### src/rtl/step_move_sequencer.sv
// step_move_sequencer: move scheduler for the step motor controller.
//
// Accepts a move command (step count, direction, step size, step period) and
// emits one-cycle step-enable pulses at the programmed period. Direction and
// step size are latched at start and held for the whole move.
//
// Optional feature: define STEP_RAMP_EN to compile in a linear accel/decel ramp
// (period starts at max(RAMP_START, cruise), steps down by RAMP_DEC to cruise,
// and mirrors back up over the final A steps). Undefined: constant cruise period.
//
// Ports:
//   clk                 system clock
//   resetb              asynchronous active-low reset
//   start               move request, sampled in IDLE
//   stop                abort request, sampled in RUN
//   target_steps        number of pulses for the move (0 = ignored)
//   step_period         cruise period in clk cycles (values < 2 clamp to 2)
//   dir_in, half_in     direction / half-step select, latched at start
//   step_en             one-cycle step pulse to the motion FSM indicator
//   rotation_direction  latched dir_in
//   step_size_sw        latched half_in
//   busy                move in progress
//   done                one-cycle pulse on normal completion
//   aborted             one-cycle pulse on stop
//   steps_left          pulses still to issue
module step_move_sequencer #(
    parameter int unsigned      CNT_W      = 16,
    parameter int unsigned      PER_W      = 20,
    parameter logic [PER_W-1:0] RAMP_START = PER_W'(200000),
    parameter logic [PER_W-1:0] RAMP_DEC   = PER_W'(2000)
) (
    input  logic             clk,
    input  logic             resetb,
    input  logic             start,
    input  logic             stop,
    input  logic [CNT_W-1:0] target_steps,
    input  logic [PER_W-1:0] step_period,
    input  logic             dir_in,
    input  logic             half_in,
    output logic             step_en,
    output logic             rotation_direction,
    output logic             step_size_sw,
    output logic             busy,
    output logic             done,
    output logic             aborted,
    output logic [CNT_W-1:0] steps_left
);

    typedef enum logic [1:0] {StIdle, StRun, StFinish} state_e;

    state_e           state_q, state_d;
    logic [PER_W-1:0] cnt_q, cnt_d;
    logic [PER_W-1:0] per_q, per_d;      // period in use for the current step
    logic [CNT_W-1:0] steps_q, steps_d;
    logic             dir_q, dir_d;
    logic             half_q, half_d;
    logic             step_q, step_d;
    logic             busy_q, busy_d;
    logic             done_q, done_d;
    logic             abort_q, abort_d;

    logic [PER_W-1:0] per_clamp;
    logic [PER_W-1:0] per_first;
    logic [PER_W-1:0] per_next;

    assign per_clamp = (step_period < PER_W'(2)) ? PER_W'(2) : step_period;

`ifdef STEP_RAMP_EN
    logic [PER_W-1:0] cruise_q, cruise_d;
    logic [CNT_W-1:0] accel_q, accel_d;  // number of accelerating steps so far
    logic [PER_W:0]   per_up;
    logic [PER_W-1:0] per_gap;
    logic [CNT_W-1:0] left_after;

    assign per_first  = (per_clamp > RAMP_START) ? per_clamp : RAMP_START;
    // One extra bit so the increment cannot wrap before saturation.
    assign per_up     = {1'b0, per_q} + {1'b0, RAMP_DEC};
    assign per_gap    = per_q - cruise_q;
    assign left_after = steps_q - CNT_W'(1);

    // Decelerate once the remaining steps fit inside the accel phase.
    always_comb begin
        per_next = per_q;
        accel_d  = accel_q;
        if (left_after <= accel_q) begin
            per_next = (per_up >= {1'b0, RAMP_START}) ? RAMP_START : per_up[PER_W-1:0];
        end else if (per_q > cruise_q) begin
            per_next = (per_gap > RAMP_DEC) ? (per_q - RAMP_DEC) : cruise_q;
            accel_d  = accel_q + CNT_W'(1);
        end
    end
`else
    logic unused_ramp;

    assign unused_ramp = ^{RAMP_START, RAMP_DEC};
    assign per_first   = per_clamp;
    assign per_next    = per_q;
`endif

    always_comb begin
        state_d = state_q;
        cnt_d   = cnt_q;
        per_d   = per_q;
        steps_d = steps_q;
        dir_d   = dir_q;
        half_d  = half_q;
        step_d  = 1'b0;
        busy_d  = busy_q;
        done_d  = 1'b0;
        abort_d = 1'b0;
`ifdef STEP_RAMP_EN
        cruise_d = cruise_q;
`endif
        unique case (state_q)
            StIdle: begin
                busy_d = 1'b0;
                if (start && (target_steps != '0)) begin
                    steps_d  = target_steps;
                    dir_d    = dir_in;
                    half_d   = half_in;
                    per_d    = per_first;
                    cnt_d    = per_first - PER_W'(1);
                    busy_d   = 1'b1;
                    state_d  = StRun;
`ifdef STEP_RAMP_EN
                    cruise_d = per_clamp;
`endif
                end
            end
            StRun: begin
                if (stop) begin
                    // Stop wins over a coincident pulse; steps_left is frozen.
                    busy_d  = 1'b0;
                    abort_d = 1'b1;
                    state_d = StIdle;
                end else if (cnt_q == '0) begin
                    step_d = 1'b1;
                    if (steps_q != '0) begin
                        steps_d = steps_q - CNT_W'(1);
                    end
                    if (steps_q <= CNT_W'(1)) begin
                        // busy stays high through FINISH and drops with done.
                        state_d = StFinish;
                    end else begin
                        per_d = per_next;
                        cnt_d = per_next - PER_W'(1);
                    end
                end else begin
                    cnt_d = cnt_q - PER_W'(1);
                end
            end
            StFinish: begin
                busy_d  = 1'b0;
                done_d  = 1'b1;
                state_d = StIdle;
            end
            default: begin
                busy_d  = 1'b0;
                state_d = StIdle;
            end
        endcase
    end

    always_ff @(posedge clk or negedge resetb) begin
        if (!resetb) begin
            state_q <= StIdle;
            cnt_q   <= '0;
            per_q   <= '0;
            steps_q <= '0;
            dir_q   <= 1'b0;
            half_q  <= 1'b0;
            step_q  <= 1'b0;
            busy_q  <= 1'b0;
            done_q  <= 1'b0;
            abort_q <= 1'b0;
        end else begin
            state_q <= state_d;
            cnt_q   <= cnt_d;
            per_q   <= per_d;
            steps_q <= steps_d;
            dir_q   <= dir_d;
            half_q  <= half_d;
            step_q  <= step_d;
            busy_q  <= busy_d;
            done_q  <= done_d;
            abort_q <= abort_d;
        end
    end

`ifdef STEP_RAMP_EN
    always_ff @(posedge clk or negedge resetb) begin
        if (!resetb) begin
            cruise_q <= '0;
            accel_q  <= '0;
        end else begin
            cruise_q <= cruise_d;
            if ((state_q == StIdle) && (state_d == StRun)) begin
                accel_q <= '0;
            end else if ((state_q == StRun) && !stop && (cnt_q == '0) &&
                         (steps_q > CNT_W'(1))) begin
                accel_q <= accel_d;
            end
        end
    end
`endif

    assign step_en            = step_q;
    assign rotation_direction = dir_q;
    assign step_size_sw       = half_q;
    assign busy               = busy_q;
    assign done               = done_q;
    assign aborted            = abort_q;
    assign steps_left         = steps_q;

endmodule

### config.mk
export PLATFORM = sky130hd
export DESIGN_NAME = step_move_sequencer
export DESIGN_NICKNAME = d
export VERILOG_FILES = /design/src/rtl/step_move_sequencer.sv
export SDC_FILE = /design/constraint.sdc
export NUM_CORES = 1
export LEC_CHECK = 0
export CORE_UTILIZATION = 50
export CTS_CLUSTER_DIAMETER = 150
export CTS_CLUSTER_SIZE = 8
export DETAILED_ROUTE_END_ITERATION = 6
export PLACE_DENSITY = 0.79
export SLEW_MARGIN = 20
export SYNTH_ARGS = -nofsm -noshare
export SYNTH_HDL_FRONTEND = slang
export SYNTH_SLANG_ARGS = --single-unit
### constraint.sdc
create_clock -name clk -period 6.9 [get_ports clk]
set_clock_uncertainty 0.1 [all_clocks]
set_input_delay 1.38 -clock clk [delete_from_list [all_inputs] [get_ports clk]]
set_output_delay 1.38 -clock clk [all_outputs]
set_load 0.005 [all_outputs]
==> metrics.txt, run 1 <==
status finished clean; DRT iter0 DRCs 387; syn_nets 496; unrepaired setup endpoints after global routing false; Slew Limit Fails 0; Mapped Cells 451; crit share post-route 66.2%; Startpoint Class input pin; hold_sp per_next[12]; Routed Antenna Nets 0; Clock Latency Late Sink 0.35 ns; crit path from step_period[11]; CTS-repair resized insts 0; vias in the first global route 3,709; post-CTS setup buffer count 0; via/cell ratio 6.43; post-synthesis cell type count 56; total negative setup slack 0 ns; DPL Wire Length 7890 um; DRC viols 0; final core utilization 64.9%; share of cells above drive strength 1 10.8%; cell row count 31; largest net degree at the start of global routing 65; post-route design area 4810 sq um; relative slew slack 39.6%; First-pass DRT Iterations 5; die area 8160 sq um; sequential fraction of the synthesis area 41.0%; Leakage Power 1.85 nW; most frequent cells in the layout dfrtp_1, clkdlybuf4s50_1, nor2_1; P per Cell Area 303 nW/um^2; Area growth, synth to finish 23.2%; number of synthesized flops with an enable pin 0; Starting Density 52.7%; core area 7410 sq um; Hold WC Path Type flop to flop; worst path arrival time 4.73 ns; peak supply drop 0.000157 V; CTS Sinks 64; Top FF cell, synth dfrtp_1; Worst Max-Slew Pin Slew 0.899 ns; Worst Hold Slack 0.406 ns; Max Cap Viol 0; yosys warns 0; Final min period 4.56 ns; gr usage total 28.8%; Root Driver clkbuf_8; H-tree levels 3; clock tree from TritonCTS yes; TritonCTS Buffers 9; CP Capture Type flop; ys async rst share 100%; Congestion Overflow GR 0; Die Span Y 90.3 um; Chip Width 90.3 um; CTS Buffer Depth 2; initial antenna violation count 0; Synth Register Bits 64; global-route wire length before repair 18,700 um; WL per Instance 18.7 um; Required @ worst endpoint 7.06 ns; final hold viol count 0; Setup-failing EPs final 0; Via Count 3,911; Syn Std Cell Area 3900 sq um; Nets 549; f_max 219 MHz; FF-to-FF Start steps_left[10]; Mean Syn Cell Area 8.65 sq um; worst-path fanout max 7; hold_buf cts 0; Antenna Cells 0; # IOs 64; PortBufs 63; Final Wtd Congestion 0.944; clk slew on worst S/H paths 0.07 ns; most common cell after layout, fill and taps aside dfrtp_1; Post-Route WL 11,400 um; DP Area 4590 sq um; Crit Path Class input pin to flop
-- Yosys cell counts (all sizes together), types with 7 or more instances --
cell	number	share of area, %
buf	12	1.4
or4	10	1.9
a21oi	28	3.6
nand2	39	3.8
mux2	23	6.6
a31oi	16	2.6
nor4	22	3.7
o31ai	7	1.5
inv	8	0.77
nor3	11	1.4
nand3	14	1.9
dfrtp	64	41
o21ai	45	5.8
mux2i	7	1.8
clkbuf	15	1.4
nor2	47	4.5
nand4	9	1.4
-- sequential cells by signal, indices dropped and copies added, names as in the netlist, 2 cells and up --
name	cells
steps_left	16
state_q	2
cnt_q	20
per_next	20
-- worst max-delay path, cell delays in order --
cell and delay [ns]:
clkdlybuf4s50_1 0.46, nor4_1 0.52, nand3_1 0.16, nor2_1 0.23, o22ai_1 0.21, inv_1 0.24
ha_1 0.29, and3_1 0.23, nand3_1 0.24, or4_1 0.59, a31oi_1 0.17
-- power by group --
group          switching (mW)  internal, mW  total (mW)
logic                   0.254         0.237       0.491
clock network           0.148         0.214       0.361
registers               0.126         0.480       0.606
total                   0.528         0.930        1.46
-- cells by family after synthesis --
| group | Yosys count | share of synthesized area, % |
|---|---|---|
| simple gates | 183 | 24.1 |
| mux | 30 | 8.43 |
| compound gates | 132 | 20.9 |
| flops | 64 | 41.0 |
| xor+xnor | 4 | 0.898 |
| fa+ha+maj | 3 | 0.962 |
| buf+inv | 35 | 3.59 |
-- cell type report --
cell class / instances / area (sq um)
fill: 614 / 2600
multi-input combinational: 352 / 2170
sequential: 64 / 1600
timing repair buffer: 69 / 671
clock buffer: 13 / 149
tap: 99 / 124
clock inverter: 3 / 65.1
inverter: 8 / 30.0
-- layer usage --
layer	up-vias	track usage, %	wire [um]
li1	1801	-	-
met3	22	4.29	852
met4	0	10.9	228
met5	-	0	0
met1	1882	41.4	5140
met2	206	43.8	5180
-- per-stage QoR --
| stage | power [mW] | instances | worst slack (ns) |
|---|---|---|---|
| 3_5_place_dp | 1.09 | 592 | 2.11 |
| 3_3_place_gp | 1.07 | 592 | 2.19 |
| 2_1_floorplan | 0.876 | 451 | 3.20 |
| 6_report | 1.46 | 608 | 2.34 |
| 5_1_grt | 1.54 | 608 | 2.13 |
| 4_1_cts | 1.45 | 608 | 2.44 |
-- final timing paths --
path,slack [ns],cells past startpoint,end
setup / recovery,2.34,11,cnt_q[14]
hold / removal,0.41,1,per_next[12]
setup reg to reg,3.10,8,cnt_q[18]
hold reg to reg,0.41,1,per_next[12]
max in group asynchronous,5.04,2,cnt_q[11]
min in group asynchronous,1.10,2,steps_left[3]
No activity file was read; power rests on OpenSTA's default activity.
==> run 2, diff against run 1 <==
CORE_UTILIZATION = 49   (was 50)
PLACE_DENSITY = 0.8   (was 0.79)
clock period = 3.75 ns   (was 6.9 ns; I/O delays follow)
==> run 2 against run 1 <==
  * Via count is 1.7% higher
  * Routed wire length is 1.8% higher
  * Worst setup slack worse by 2.1 ns
  * Final cell count is 3.3% higher
  * Critical path depth stayed put
  * Register-to-register slack worse by 2.8 ns
  * Flip-flop and latch count stayed put
  * Cell area is 2.4% higher
  * Global-route usage is 0.30 points higher
  * Die area is 2.0% higher
  * Clock power is 68% higher
  * Clock-buffer cell count stayed put
  * Critical path type unchanged
==> metrics.txt, run 2 (synthesis gave the netlist of run 1 again) <==
Nets 566 (+3.1%); f_max 286 MHz; Setup-failing EPs final 0 (unchanged); worst path arrival time 3.67 ns (-1.06 ns); cell row count 32 (+3.2%); FF-to-FF Start cnt_q[18]; die area 8320 sq um (+2.0%); CP Capture Type flop; peak supply drop 0.000220 V (+40%); CP cell instances clkdlybuf4s50_1 > nor4_1 > nand3_1 > nor2_1 > o22ai_1 > inv_1 > ha_1 > and3_1 > nand3_1 > or4_1 > a31oi_1; # IOs 64 (unchanged); Antenna Cells 0 (unchanged); total negative setup slack 0 ns (unchanged); Starting Density 50.5% (-2.2 points); share of cells above drive strength 1 13.9% (+3.1 points); H-tree levels 3 (unchanged); relative slew slack 36.6% (-2.9 points); core area 7730 sq um (+4.3%); initial antenna violation count 0 (unchanged); Max Cap Viol 0 (unchanged); clock tree from TritonCTS yes; CTS-repair resized insts 0 (unchanged); Place WS -0.0336 ns (-2.15 ns); final cell count without fillers 628 (+3.3%); DRT iter0 DRCs 447 (+16%); gr usage total 29.1% (+0.30 points); final hold viol count 0 (unchanged); Worst Max-Slew Pin Slew 0.951 ns (+0.0515 ns); placed cells 612 (+3.4%); post-route design area 4920 sq um (+2.4%); Final Wtd Congestion 0.976 (+3.4%); largest net degree at the start of global routing 43 (-34%); Chip Width 91.2 um (+0.99%); most frequent cells in the layout dfrtp_1, clkdlybuf4s50_1, nor2_1; Startpoint Class input pin; post-CTS setup buffer count 0 (unchanged); Clock Latency Late Sink 0.35 ns (about the same); status finished clean; Congestion Overflow GR 0 (unchanged); hold_buf cts 0 (unchanged); Routed Antenna Nets 0 (unchanged); final core utilization 63.7% (-1.2 points); Root Driver clkbuf_8; Worst Hold Slack 0.393 ns (-0.0132 ns); crit path from step_period[11]; Pwr Total 2.67 mW (+83%); Final min period 3.50 ns; hold_sp per_next[1]; CTS Buffer Depth 2 (unchanged); Worst path slowest cell nor4_1; Crit Path Class input pin to flop; Post-Route WL 11,600 um (+1.8%); DRC viols 0 (unchanged); fillers 650 (+5.9%); setup ws final 0.249 ns (-2.09 ns); Required @ worst endpoint 3.92 ns (-3.14 ns); First-pass DRT Iterations 5 (unchanged); crit-path max cell delay 0.59 ns (about the same); Hold WC Path Type flop to flop; Leakage Power 1.93 nW (+4.2%); CTS Sinks 64 (unchanged); via/cell ratio 6.33 (-1.6%); kind of cell adding the most delay to the critical path simple AND/OR/NAND/NOR gates; most used cell, CP nand3_1; WHS Path Cells 2 (+1); unrepaired setup endpoints after global routing false; DPL Wire Length 8480 um (+7.5%); Area growth, synth to finish 26.2%; WL per Instance 18.5 um (-1.4%); most common cell after layout, fill and taps aside dfrtp_1; Die Span Y 91.2 um (+0.99%); global-route wire length before repair 18,800 um (+0.63%); PortBufs 63 (unchanged); TritonCTS Buffers 9 (unchanged); worst path bufs/invs 2 (unchanged); P per Cell Area 541 nW/um^2 (+79%); WP depth 11 (unchanged); Via Count 3,976 (+1.7%); Slew Limit Fails 0 (unchanged); crit share post-route 93.4%; worst-path fanout max 6 (-1); DP Area 4730 sq um (+2.9%); r2r worst-path depth 7 (-1); vias in the first global route 3,720 (+0.30%); clk slew on worst S/H paths 0.07 ns (about the same)
## run 2: cell types whose count changed in the layout (fill, tap and decap cells not counted), sizes merged
cell    change
buf        +17
bufinv      -1
clkinv      +1
## run 2: final timing paths
path,to,slack [ns]
min reg2reg,per_next[1],0.39
max reg2reg,cnt_q[15],0.28
min,per_next[1],0.39
max,cnt_q[14],0.25
max in group asynchronous,per_next[2],2.21
min in group asynchronous,per_next[17],0.45
## run 2: cell type report
type / instances / area, sq um / share of cell area [%]
well taps: 102 / 128 / 2.59
flip-flops and latches: 64 / 1600 / 32.5
repair buffers: 86 / 798 / 16.2
clock buffers: 13 / 159 / 3.23
inverters: 8 / 30.0 / 0.610
clock inverters: 3 / 40.0 / 0.813
multi-input cells: 352 / 2170 / 44.0
## run 2: power by group
part / leakage, nW / switching, mW / internal (mW)
combinational: 1.06 / 0.479 / 0.463
sequential: 0.759 / 0.233 / 0.884
clock: 0.103 / 0.265 / 0.342
## run 2: worst reg2reg max path, cell delays in order, from the launching register on
cell,delay [ns]
dfrtp_1,0.42
nor4_1,0.65
nand4_1,0.41
nor4_2,0.72
a211oi_1,0.22
nand4_1,0.49
nor4_1,0.14
o31ai_1,0.24
## run 2: per-layer routing
layer  up-vias  global-route usage, %  wire length, um
met1      1917                   40.9             5100
met4         0                   9.39              238
li1       1834                      -                -
met2       201                   44.0             5320
met3        24                   7.20              939
met5         -                      0                0
